==> src/rtl/sdio_data_nibble_serdes.sv <==
// Purpose : SDIO DAT[3:0] pin stage; byte <-> nibble conversion on clk_x2 and DAT output-enable control.
// Latency : TX high nibble on pins 1 clk_x2 after the i_phase edge; RX byte on the i_phase edge after its low nibble.
// Backpres: none; the phy supplies/consumes one byte per phy clk slot.
//
// Ports:
//   clk_x2, rst       nibble clock (2x phy clk), synchronous active-high reset
//   i_phase           high on the clk_x2 cycle that starts a phy byte slot
//   i_en, i_dir       transaction active; 1 = device drives DAT
//   i_byte_out        TX byte, [7:4] sent first
//   o_byte_in         RX byte, updated only on i_phase cycles
//   o_aligned         RX start nibble found, byte alignment locked
//   o_sd_dat_oe/dat   DAT pad output enable / value
//   i_sd_dat          DAT pad input value
module sdio_data_nibble_serdes #(
  parameter int         OE_HOLD  = 1,
  parameter logic [3:0] IDLE_NIB = 4'hF
) (
  input  logic       clk_x2,
  input  logic       rst,
  input  logic       i_phase,
  input  logic       i_en,
  input  logic       i_dir,
  input  logic [7:0] i_byte_out,
  output logic [7:0] o_byte_in,
  output logic       o_aligned,
  output logic       o_sd_dat_oe,
  output logic [3:0] o_sd_dat,
  input  logic [3:0] i_sd_dat
);

  localparam logic [1:0] HOLD_LOAD = 2'(OE_HOLD);

  typedef enum logic [1:0] {TX_OFF, TX_DRIVE, TX_HOLD} tx_state_t;
  typedef enum logic {RX_HUNT, RX_ALIGNED} rx_state_t;

  tx_state_t  tx_state, tx_next;
  logic [1:0] hold_cnt, hold_cnt_next;
  logic [3:0] tx_lo;
  logic       oe_next;
  logic [3:0] dat_next;

  rx_state_t  rx_state, rx_next;
  logic [3:0] rx_nib;
  logic [3:0] hi_reg;
  logic [7:0] pend;
  logic       pend_vld;
  logic       pair;
  logic       tx_busy;
  logic       rx_abort;

  // ---------------- TX FSM ----------------
  always_ff @(posedge clk_x2) begin
    if (rst) begin
      tx_state    <= TX_OFF;
      hold_cnt    <= 2'd0;
      tx_lo       <= IDLE_NIB;
      o_sd_dat_oe <= 1'b0;
      o_sd_dat    <= IDLE_NIB;
    end else begin
      tx_state    <= tx_next;
      hold_cnt    <= hold_cnt_next;
      if (i_phase) tx_lo <= i_byte_out[3:0];
      o_sd_dat_oe <= oe_next;
      o_sd_dat    <= dat_next;
    end
  end

  // Direction is only acted on at byte-slot starts so a nibble pair is never split.
  always_comb begin
    tx_next       = tx_state;
    hold_cnt_next = hold_cnt;
    case (tx_state)
      TX_OFF: begin
        if (i_phase && i_dir) tx_next = TX_DRIVE;
      end
      TX_DRIVE: begin
        if (i_phase && !i_dir) begin
          tx_next       = TX_HOLD;
          hold_cnt_next = HOLD_LOAD;
        end
      end
      TX_HOLD: begin
        if (i_phase && i_dir) begin
          tx_next       = TX_DRIVE;
          hold_cnt_next = 2'd0;
        end else if (hold_cnt <= 2'd1) begin
          // Leaving as the counter reaches zero gives exactly OE_HOLD driven-high cycles.
          tx_next       = TX_OFF;
          hold_cnt_next = 2'd0;
        end else begin
          hold_cnt_next = hold_cnt - 2'd1;
        end
      end
      default: begin
        tx_next       = TX_OFF;
        hold_cnt_next = 2'd0;
      end
    endcase
  end

  // Pad values are registered; computed from the state being entered.
  always_comb begin
    oe_next  = (tx_next != TX_OFF);
    dat_next = IDLE_NIB;
    if (tx_next == TX_DRIVE) dat_next = i_phase ? i_byte_out[7:4] : tx_lo;
  end

  // ---------------- RX FSM ----------------
  assign tx_busy  = (tx_state != TX_OFF);
  assign rx_abort = !i_en || i_dir || tx_busy;

  always_ff @(posedge clk_x2) begin
    if (rst) rx_state <= RX_HUNT;
    else     rx_state <= rx_next;
  end

  always_comb begin
    rx_next = rx_state;
    case (rx_state)
      RX_HUNT:    if (!rx_abort && rx_nib == 4'h0) rx_next = RX_ALIGNED;
      RX_ALIGNED: if (rx_abort) rx_next = RX_HUNT;
      default:    rx_next = RX_HUNT;
    endcase
  end

  assign o_aligned = (rx_state == RX_ALIGNED);

  // RX datapath: pairs nibbles into a pending byte, handed to the phy at slot starts.
  always_ff @(posedge clk_x2) begin
    if (rst) begin
      rx_nib    <= IDLE_NIB;
      hi_reg    <= IDLE_NIB;
      pend      <= 8'hFF;
      pend_vld  <= 1'b0;
      pair      <= 1'b0;
      o_byte_in <= 8'hFF;
    end else begin
      rx_nib <= i_sd_dat;
      if (rx_state == RX_ALIGNED && !rx_abort) begin
        pair <= ~pair;
        if (!pair) hi_reg <= rx_nib;
        if (i_phase && pend_vld) o_byte_in <= pend;
        // A byte completing on a slot edge stays pending; the older one goes out now.
        if (pair) begin
          pend     <= {hi_reg, rx_nib};
          pend_vld <= 1'b1;
        end else if (i_phase) begin
          pend_vld <= 1'b0;
        end
      end else begin
        if (i_phase) o_byte_in <= 8'hFF;
        pend_vld <= 1'b0;
        pair     <= 1'b0;
        // The start nibble occupies the low half of the first byte.
        if (rx_next == RX_ALIGNED) begin
          pend     <= {IDLE_NIB, 4'h0};
          pend_vld <= 1'b1;
        end
      end
    end
  end

endmodule
==> config.mk <==
export PLATFORM = sky130hd
export DESIGN_NAME = sdio_data_nibble_serdes
export DESIGN_NICKNAME = d
export VERILOG_FILES = /design/src/rtl/sdio_data_nibble_serdes.sv
export SDC_FILE = /design/constraint.sdc
export NUM_CORES = 1
export LEC_CHECK = 0
export BUFFER_PORTS_ARGS = -buffer_cell sky130_fd_sc_hd__buf_2
export CORE_ASPECT_RATIO = 0.9
export CORE_MARGIN = 2
export CORE_UTILIZATION = 39
export DETAILED_ROUTE_END_ITERATION = 12
export PLACE_DENSITY = 0.68
export SLEW_MARGIN = 0
export SYNTH_ARGS = -nofsm -noshare
export SYNTH_HDL_FRONTEND = slang
export SYNTH_SLANG_ARGS = --single-unit
==> constraint.sdc <==
create_clock -name clk_x2 -period 2.1 [get_ports clk_x2]
set_input_delay 0.42 -clock clk_x2 [delete_from_list [all_inputs] [get_ports clk_x2]]
set_output_delay 0.42 -clock clk_x2 [all_outputs]
set_load 0.05 [all_outputs]
==> flow_metrics.env, run 1 <==
export IMPL_fin_tns_setup_ns=0
export IMPL_fp_row_count=21
export IMPL_powerDensity_mw_per_mm2=760
export IMPL_syn_nets=174
export IMPL_antenna_left=0
export IMPL_slowest_delay_ns=0.34
export IMPL_total_power_w=0.00139
export IMPL_ys_types=36
export IMPL_start_util_pct=41.4
export IMPL_drt_wl_total_um=3040
export IMPL_drt_iter0_markers=88
export IMPL_netlist_top_cells_area="dfxtp_1, nand2b_1, a21oi_1, ha_1, o22ai_1"
export IMPL_p_sw_share_pct=24.7
export IMPL_worstPathMaxFanout=8
export IMPL_root_buffer="clkbuf_8"
export IMPL_p_clk_share_pct=34.4
export IMPL_cts_tree="built"
export IMPL_synth_flop_cell="dfxtp_1"
export IMPL_synthCells=153
export IMPL_clock_fmax_mhz=559
export IMPL_cp_slowest_cell="dfxtp_1"
export IMPL_htree_levels=2
export IMPL_area_delta_synth_final_pct=16.5
export IMPL_port_buffers=30
export IMPL_drt_pass1_iter_count=4
export IMPL_dp_hpwl_um=2180
export IMPL_final_max_slew_violation_count=0
export IMPL_finalCriticalPeriod_ns=1.79
export IMPL_ys_seq_area_share_pct=51.2
export IMPL_post_cts_buffers=0
export IMPL_synthArstFlopShare_pct=0
export IMPL_ys_top_cells_by_count="dfxtp_1, nand2_1, a21oi_1, nand2b_1, o22ai_1"
export IMPL_ir_drop_mv=0.513
export IMPL_synth_enable_flop_cells=0
export IMPL_diodes=0
export IMPL_layoutNonFillerInstCount=231
export IMPL_critPathArrivalTime_ns=1.96
export IMPL_cts_sinks=40
export IMPL_viasPerCell=5.28
export IMPL_seqPwrFrac_pct=56.6
export IMPL_cp_data_required_time_ns=2.27
export IMPL_dp_cells=224
export IMPL_gp_congestion=0.737
export IMPL_antenna_found_initial=0
export IMPL_synth_top_cell_by_area="dfxtp_1"
export IMPL_fin_crit_sh_pct=85.2
export IMPL_grt_pass1_vias=1126
export IMPL_die_area_mm2=0.00454
export IMPL_skew_ns=0.00407
export IMPL_p_leak_nw=0.686
export IMPL_synth_top_area_share_pct=51.2
export IMPL_path_cells="inv_1, ha_1, and4b_1, and2_1, nor2_4, a221o_1"
export IMPL_die_y_um=64.1
export IMPL_syn_area_per_cell_um2=10.2
export IMPL_p_sw_w=0.000342
export IMPL_cts_clk_slew_worst_paths_ns=0.07
export IMPL_clock_latency_ns=0.28
export IMPL_wl_per_cell_um=13.2
export IMPL_rsz0062_at_grt="no"
export IMPL_grt_max_degree=37
export IMPL_die_x_um=70.8
export IMPL_core_area_mm2=0.00378
export IMPL_final_nets=206
export IMPL_slew_headroom_pct=63.5
export IMPL_gr_total_overflow=0
export IMPL_synth_seq_cells=40
export IMPL_crit_type="reg2reg"
export IMPL_yosysMostFrequentCell="dfxtp_1"
export IMPL_tightestPinTransition_ns=0.547
export IMPL_combinationalPowerShare_pct=9.0
export IMPL_largestRegisters="o_byte_in: 8 flops, pend: 8 flops"
export IMPL_vias=1219
export IMPL_drc=0
export IMPL_maxCapViolations=0
export IMPL_ios=31
export IMPL_cts_buffer_depth=2
export IMPL_grt_pass1_wl_um=5170
export IMPL_cts_resized=0
export IMPL_drive_gt1_share_pct=27.0
export IMPL_hold_viol=0
export IMPL_cts_buffers=5
export IMPL_p_int_w=0.00104
export IMPL_end_kind="flip-flop"
export IMPL_status="complete, no violations"
export IMPL_netlist_area_mm2=0.00157
export IMPL_startpoint_type="flip-flop"
export IMPL_postCtsHoldBufs=0
export IMPL_track_usage_pct=14.5
export IMPL_yosys_warnings=0
export IMPL_worst_hold_path_type="in2reg"
export IMPL_setup_violations=0
==> routing by layer <==
| layer | GRT usage, % | wire [um] |
|---|---|---|
| met5 | 0 | 0 |
| met4 | 5.90 | 34 |
| met3 | 4.26 | 164 |
| met2 | 22.1 | 1330 |
| met1 | 19.3 | 1510 |
==> metrics by stage <==
stage,hold slack (ns),instance area (um^2),util [%],setup WS [ns]
finish,0.312,1820,48.2,0.312
global route,0.309,1820,48.2,0.175
CTS,0.307,1820,48.2,0.309
detailed placement,0.463,1740,46.1,0.307
global placement,0.451,1740,46.1,0.346
floorplan,0.437,1570,-,0.386
==> cell families after synthesis <==
group | share of synthesized area (%)
AND/OR/NAND/NOR | 19.5
flip-flops | 51.2
buffers and inverters | 4.08
AO/OA/AOI/OAI | 22.1
adder cells (fa/ha/maj) | 3.20
==> area by class of cell <==
type,instances,area (um^2)
fill,369,1960
inverter,7,26.3
clock buffer,5,68.8
timing repair buffer,31,158
tap,46,57.6
sequential,40,801
multi-input combinational,100,701
clock inverter,2,12.5
==> worst paths after layout <==
path / start / to / slack, ns / cells after the start
hold reg to reg: tx_lo[2] / tx_lo[2] / 0.47 / 2
setup reg to reg: tx_state[0] / pend[1] / 0.31 / 6
hold / removal: i_sd_dat[3] / rx_nib[3] / 0.31 / 2
setup / recovery: tx_state[0] / pend[1] / 0.31 / 6
==> placed cells by master, fill, tap and decap left out, types with 7 or more instances in the layout <==
cell / Yosys / final
dfxtp_1: 40 / 40
buf_2: 0 / 30
nand2_1: 11 / 11
a21oi_1: 10 / 10
nand2b_1: 10 / 10
o22ai_1: 8 / 8
inv_1: 7 / 7
==> critical path: cells and delay by family (launching register included) <==
| family | cells | cell delay (ns) |
|---|---|---|
| DFF | 1 | 0.34 |
| buffers and inverters | 1 | 0.12 |
| AOI/OAI and AO/OA | 1 | 0.30 |
| and+or+nand+nor | 3 | 0.64 |
| adders and majority gates | 1 | 0.28 |
==> power by group through the flow <==
stage               logic [W]  clock network, W  registers (W)
floorplan           0.0000689                 0       0.000823
global placement     0.000123                 0       0.000803
detailed placement   0.000125                 0       0.000803
CTS                  0.000126          0.000491       0.000785
global route         0.000137          0.000525       0.000787
finish               0.000125          0.000477       0.000786
(Power assumes the default switching activity.)
==> inputs of run 2 (changes only) <==
==> constraint.sdc (replaced) <==
create_clock -name clk_x2 -period 2.1 [get_ports clk_x2]
set_input_delay 0 -clock clk_x2 [delete_from_list [all_inputs] [get_ports clk_x2]]
set_output_delay 0 -clock clk_x2 [all_outputs]
set_load 0.05 [all_outputs]
==> run 2 against run 1 <==
Via count rose by 4.3%. Critical path depth did not move. Flip-flop and latch count did not move. Global-route usage rose by 0.74 points. Setup slack got worse by 0.0053 ns. First-iteration DRC count fell by 40%. Clock skew rose by 0.0033 ns. Hold slack got worse by 0.29 ns. Utilization rose by 3.4 points. Count of clock-buffer cells in the layout rose by 1. Design area rose by 7.0%. Power rose by 4.5%. Critical endpoint is now pend[2].
==> flow_metrics.env, run 2 (synthesis results as in run 1) <==
export IMPL_status="complete, no violations"
export IMPL_postCtsHoldBufs=12
export IMPL_largestRegisters="o_byte_in: 8 flops, pend: 8 flops"
export IMPL_diodes=0
export IMPL_grt_pass1_vias=1236
export IMPL_cp_slowest_cell="dfxtp_1"
export IMPL_end_kind="flip-flop"
export IMPL_crit_buf_inv=1
export IMPL_r2r_end="pend[2]"
export IMPL_startpoint_type="flip-flop"
export IMPL_endpoint="pend[2]"
export IMPL_die_x_um=70.8
export IMPL_path_delay_family="simple AND/OR/NAND/NOR gates"
export IMPL_cts_sinks=40
export IMPL_port_buffers=30
export IMPL_final_nets=217
export IMPL_r2r_setup_slack_ns=0.31
export IMPL_slew_headroom_pct=60.8
export IMPL_min_from="i_dir"
export IMPL_grt_max_degree=38
export IMPL_gp_congestion=0.769
export IMPL_grt_pass1_wl_um=5370
export IMPL_p_int_w=0.00110
export IMPL_drc=0
export IMPL_start_util_pct=41.4
export IMPL_die_y_um=64.1
export IMPL_hold_viol=0
export IMPL_setup_worst_path_start="tx_state[0]"
export IMPL_layoutNonFillerInstCount=243
export IMPL_regArea_um2=801
export IMPL_skew_ns=0.00737
export IMPL_path_cells="inv_1, ha_1, and4b_1, and2_1, nor2_4, a221o_1"
export IMPL_slowest_delay_ns=0.33
export IMPL_powerDensity_mw_per_mm2=743
export IMPL_multi_input_area_um2=701
export IMPL_gr_total_overflow=0
export IMPL_seqPwrFrac_pct=54.2
export IMPL_final_common_cell="dfxtp_1"
export IMPL_drive_gt1_share_pct=25.4
export IMPL_ios=31
export IMPL_hold_worst_slack_ns=0.0172
export IMPL_fin_crit_sh_pct=85.4
export IMPL_htree_levels=2
export IMPL_antenna_found_initial=0
export IMPL_setup_slack_ns=0.307
export IMPL_ff2ff_path_depth=6
export IMPL_fill_cells=358
export IMPL_drt_iter0_markers=53
export IMPL_ir_drop_mv=0.329
export IMPL_fp_row_count=21
export IMPL_track_usage_pct=15.2
export IMPL_rsz0062_at_grt="no"
export IMPL_viasPerCell=5.23
export IMPL_worst_hold_path_type="in2reg"
export IMPL_clock_latency_ns=0.29
export IMPL_dp_slack_ns=0.316
export IMPL_dp_cells=223
export IMPL_fin_tns_setup_ns=0
export IMPL_cp_data_required_time_ns=2.28
export IMPL_final_max_slew_violation_count=0
export IMPL_core_area_mm2=0.00378
export IMPL_root_buffer="clkbuf_8"
export IMPL_worstPathMaxFanout=8
export IMPL_cts_tree="built"
export IMPL_wl_per_cell_um=12.7
export IMPL_setup_violations=0
export IMPL_finalCriticalPeriod_ns=1.79
export IMPL_worst_path_stages=6
export IMPL_p_sw_w=0.000348
export IMPL_antenna_left=0
export IMPL_post_cts_buffers=0
export IMPL_p_clk_share_pct=36.1
export IMPL_cts_resized=0
export IMPL_crit_type="reg2reg"
export IMPL_p_sw_share_pct=24.0
export IMPL_post_route_util_pct=51.6
export IMPL_p_leak_nw=0.743
export IMPL_drt_wl_total_um=3080
export IMPL_tightestPinTransition_ns=0.588
export IMPL_r2r_start="tx_state[0]"
export IMPL_clock_fmax_mhz=558
export IMPL_critPathArrivalTime_ns=1.97
export IMPL_combinationalPowerShare_pct=9.8
export IMPL_drt_pass1_iter_count=4
export IMPL_final_cell_mix="dfxtp_1, buf_2, dlygate4sd3_1"
export IMPL_vias=1271
export IMPL_die_area_mm2=0.00454
export IMPL_maxCapViolations=0
export IMPL_dp_hpwl_um=2160
export IMPL_cts_clk_slew_worst_paths_ns=0.08
export IMPL_cts_buffer_depth=2
export IMPL_cts_buffers=5
export IMPL_area_delta_synth_final_pct=24.7
run 2: changes by cell type in the layout (fill, tap and decap cells not counted), sizes merged:
cell         change
buf              -1
clkbuf           +1
clkinvlp         -1
dlygate4sd3     +12
inv              +1
run 2: layout make-up:
cell class | instances | share of cell area [%]
repair buffers | 42 | 13.8
flip-flops and latches | 40 | 41.0
well taps | 46 | 2.95
clock buffers | 6 | 4.23
inverters | 7 | 1.35
clock inverters | 2 | 0.705
multi-input cells | 100 | 35.9
run 2: per-stage QoR:
| stage | total power, W | instance area [um^2] |
|---|---|---|
| 2_1_floorplan | 0.000892 | 1570 |
| 3_3_place_gp | 0.000923 | 1740 |
| 3_5_place_dp | 0.000928 | 1740 |
| 4_1_cts | 0.00148 | 1950 |
| 5_1_grt | 0.00152 | 1950 |
| 6_report | 0.00145 | 1950 |
run 2: power by group through the flow:
stage | clock network [W] | logic (W) | registers, W
2_1_floorplan | 0 | 0.0000689 | 0.000823
3_3_place_gp | 0 | 0.000120 | 0.000802
3_5_place_dp | 0 | 0.000125 | 0.000803
4_1_cts | 0.000549 | 0.000142 | 0.000786
5_1_grt | 0.000578 | 0.000155 | 0.000787
6_report | 0.000523 | 0.000141 | 0.000785
run 2: worst min-delay path by stage:
stage,slack (ns),depth (start not counted),end
global route,0.03,2,o_aligned
detailed placement,0.19,2,rx_nib[3]
finish,0.02,2,o_aligned
floorplan,0.07,1,o_aligned
global placement,0.18,2,rx_nib[2]
CTS,0.003,2,o_aligned
run 2: layer usage:
layer | track usage, % | routed length, um | vias up | part of all wire, %
met5 | 0 | 0 | - | 0
met2 | 24.5 | 1440 | 34 | 47
li1 | - | - | 639 | -
met4 | 8.49 | 51 | 0 | 1.7
met1 | 18.4 | 1430 | 593 | 46
met3 | 4.10 | 157 | 5 | 5.1
==> inputs of run 3 (changes only) <==
- CORE_MARGIN: 2 -> not set
==> run 3 against run 2 <==
Flip-flop and latch count unchanged. Power increased by 5.6%. Clock power increased by 15%. Sequential power about the same. Design area increased by 0.58%. Largest cell class unchanged. Setup slack improved by 0.024 ns. First-iteration DRC count decreased by 47%. Die area decreased by 5.9%. Largest power group unchanged.
==> flow_metrics.env, run 3 (synthesis results as in run 1) <==
export IMPL_crit_buf_inv=1
export IMPL_port_buffers=30
export IMPL_multi_input_area_um2=701
export IMPL_die_area_mm2=0.00427
export IMPL_root_buffer="clkbuf_8"
export IMPL_viasPerCell=5.26
export IMPL_status="complete, no violations"
export IMPL_cts_buffer_depth=2
export IMPL_antenna_found_initial=0
export IMPL_cts_clk_slew_worst_paths_ns=0.07
export IMPL_grt_pass1_vias=1187
export IMPL_final_common_cell="dfxtp_1"
export IMPL_ios=31
export IMPL_worstHoldPathCells=2
export IMPL_dpl_cell_area_mm2=0.00174
export IMPL_r2r_end="pend[2]"
export IMPL_die_x_um=68.8
export IMPL_fin_crit_sh_pct=84.3
export IMPL_drt_wl_total_um=3150
export IMPL_drive_gt1_share_pct=24.9
export IMPL_dp_slack_ns=0.333
export IMPL_grt_max_degree=38
export IMPL_die_y_um=62.1
export IMPL_setup_violations=0
export IMPL_wl_per_cell_um=13.0
export IMPL_p_int_w=0.00119
export IMPL_diodes=0
export IMPL_startpoint_type="flip-flop"
export IMPL_hold_end="o_aligned"
export IMPL_antenna_left=0
export IMPL_powerDensity_mw_per_mm2=780
export IMPL_drt_iter0_markers=28
export IMPL_maxCapViolations=0
export IMPL_setup_slack_ns=0.330
export IMPL_p_sw_share_pct=22.5
export IMPL_core_area_mm2=0.00378
export IMPL_final_area_mm2=0.00196
export IMPL_fp_row_count=21
export IMPL_worst_hold_path_type="in2reg"
export IMPL_cp_data_required_time_ns=2.28
export IMPL_regArea_um2=801
export IMPL_crit_type="reg2reg"
export IMPL_p_clk_share_pct=39.4
export IMPL_slew_headroom_pct=58.9
export IMPL_seqPwrFrac_pct=51.3
export IMPL_largestRegisters="o_byte_in: 8 flops, pend: 8 flops"
export IMPL_track_usage_pct=16.6
export IMPL_htree_levels=2
export IMPL_area_delta_synth_final_pct=25.4
export IMPL_end_kind="flip-flop"
export IMPL_cp_slowest_cell="dfxtp_1"
export IMPL_gp_congestion=0.775
export IMPL_p_leak_nw=0.747
export IMPL_start_util_pct=41.4
export IMPL_drc=0
export IMPL_fin_tns_setup_ns=0
export IMPL_cts_sinks=40
export IMPL_ir_drop_mv=0.468
export IMPL_drt_pass1_iter_count=4
export IMPL_final_nets=217
export IMPL_p_sw_w=0.000345
export IMPL_slowest_delay_ns=0.33
export IMPL_final_max_slew_violation_count=0
export IMPL_clock_latency_ns=0.29
export IMPL_min_from="i_dir"
export IMPL_skew_ns=0.00691
export IMPL_combinationalPowerShare_pct=9.3
export IMPL_hold_viol=0
export IMPL_r2r_start="tx_state[0]"
export IMPL_cts_buffers=5
export IMPL_path_cells="inv_1, ha_1, and4b_1, and2_1, nor2_4, a221o_1"
export IMPL_critPathArrivalTime_ns=1.95
export IMPL_cts_tree="built"
export IMPL_setup_worst_path_start="tx_state[0]"
export IMPL_finalCriticalPeriod_ns=1.77
export IMPL_hold_worst_slack_ns=0.0118
export IMPL_ff2ff_path_depth=6
export IMPL_tightestPinTransition_ns=0.617
export IMPL_rsz0062_at_grt="no"
export IMPL_fill_cells=363
export IMPL_dp_hpwl_um=2210
export IMPL_gr_total_overflow=0
export IMPL_clock_fmax_mhz=565
export IMPL_worstPathMaxFanout=8
export IMPL_r2r_setup_slack_ns=0.33
export IMPL_final_cell_mix="dfxtp_1, buf_2, dlygate4sd3_1"
export IMPL_path_delay_family="simple AND/OR/NAND/NOR gates"
export IMPL_vias=1277
export IMPL_grt_pass1_wl_um=5240
-- run 3: cell types whose count changed in the layout (fill, tap and decap cells not counted), sizes merged --
cell | before | now
bufinv | 0 | 1
inv | 8 | 7
-- run 3: per-stage QoR --
step | total power, W | util (%) | std cells
after global routing | 0.00159 | 51.9 | 243
after global placement | 0.000922 | 45.9 | 223
final | 0.00153 | 51.9 | 243
after CTS | 0.00155 | 51.9 | 243
after floorplan | 0.000892 | - | 153
after detailed placement | 0.000928 | 45.9 | 223
-- run 3: final cells by class --
type | instances | share of cell area (%)
flip-flops and latches | 40 | 40.8
multi-input cells | 100 | 35.7
repair buffers | 42 | 13.8
clock buffers | 6 | 3.70
well taps | 46 | 2.93
clock inverters | 2 | 1.78
inverters | 7 | 1.34
-- run 3: timing repair --
item	4_1_cts	5_1_grt
resized for setup	0	0
hold buffers	12	0
endpoints found under the hold margin	12	0
buffers inserted	0	0
-- run 3: routing by layer --
layer	part of all wire, %	up-vias	routed length (um)	global-route usage (%)
met1	45	587	1430	19.5
met4	1.9	0	59	7.65
met3	5.3	6	168	6.07
li1	-	642	-	-
met5	0	-	0	0
met2	47	42	1490	26.2
-- run 3: power groups by stage --
stage                     registers [W]  logic (W)  clock network, W
final                          0.000785   0.000143          0.000603
after global routing           0.000786   0.000155          0.000652
after CTS                      0.000785   0.000142          0.000620
after detailed placement       0.000803   0.000125                 0
after global placement         0.000802   0.000120                 0
after floorplan                0.000823  0.0000689                 0
-- run 3: how the worst max path moves through the flow --
stage	cells past startpoint	to
after floorplan	4	pend[0]
after global placement	6	pend[1]
after detailed placement	6	pend[2]
after CTS	6	pend[2]
after global routing	6	pend[1]
final	6	pend[2]
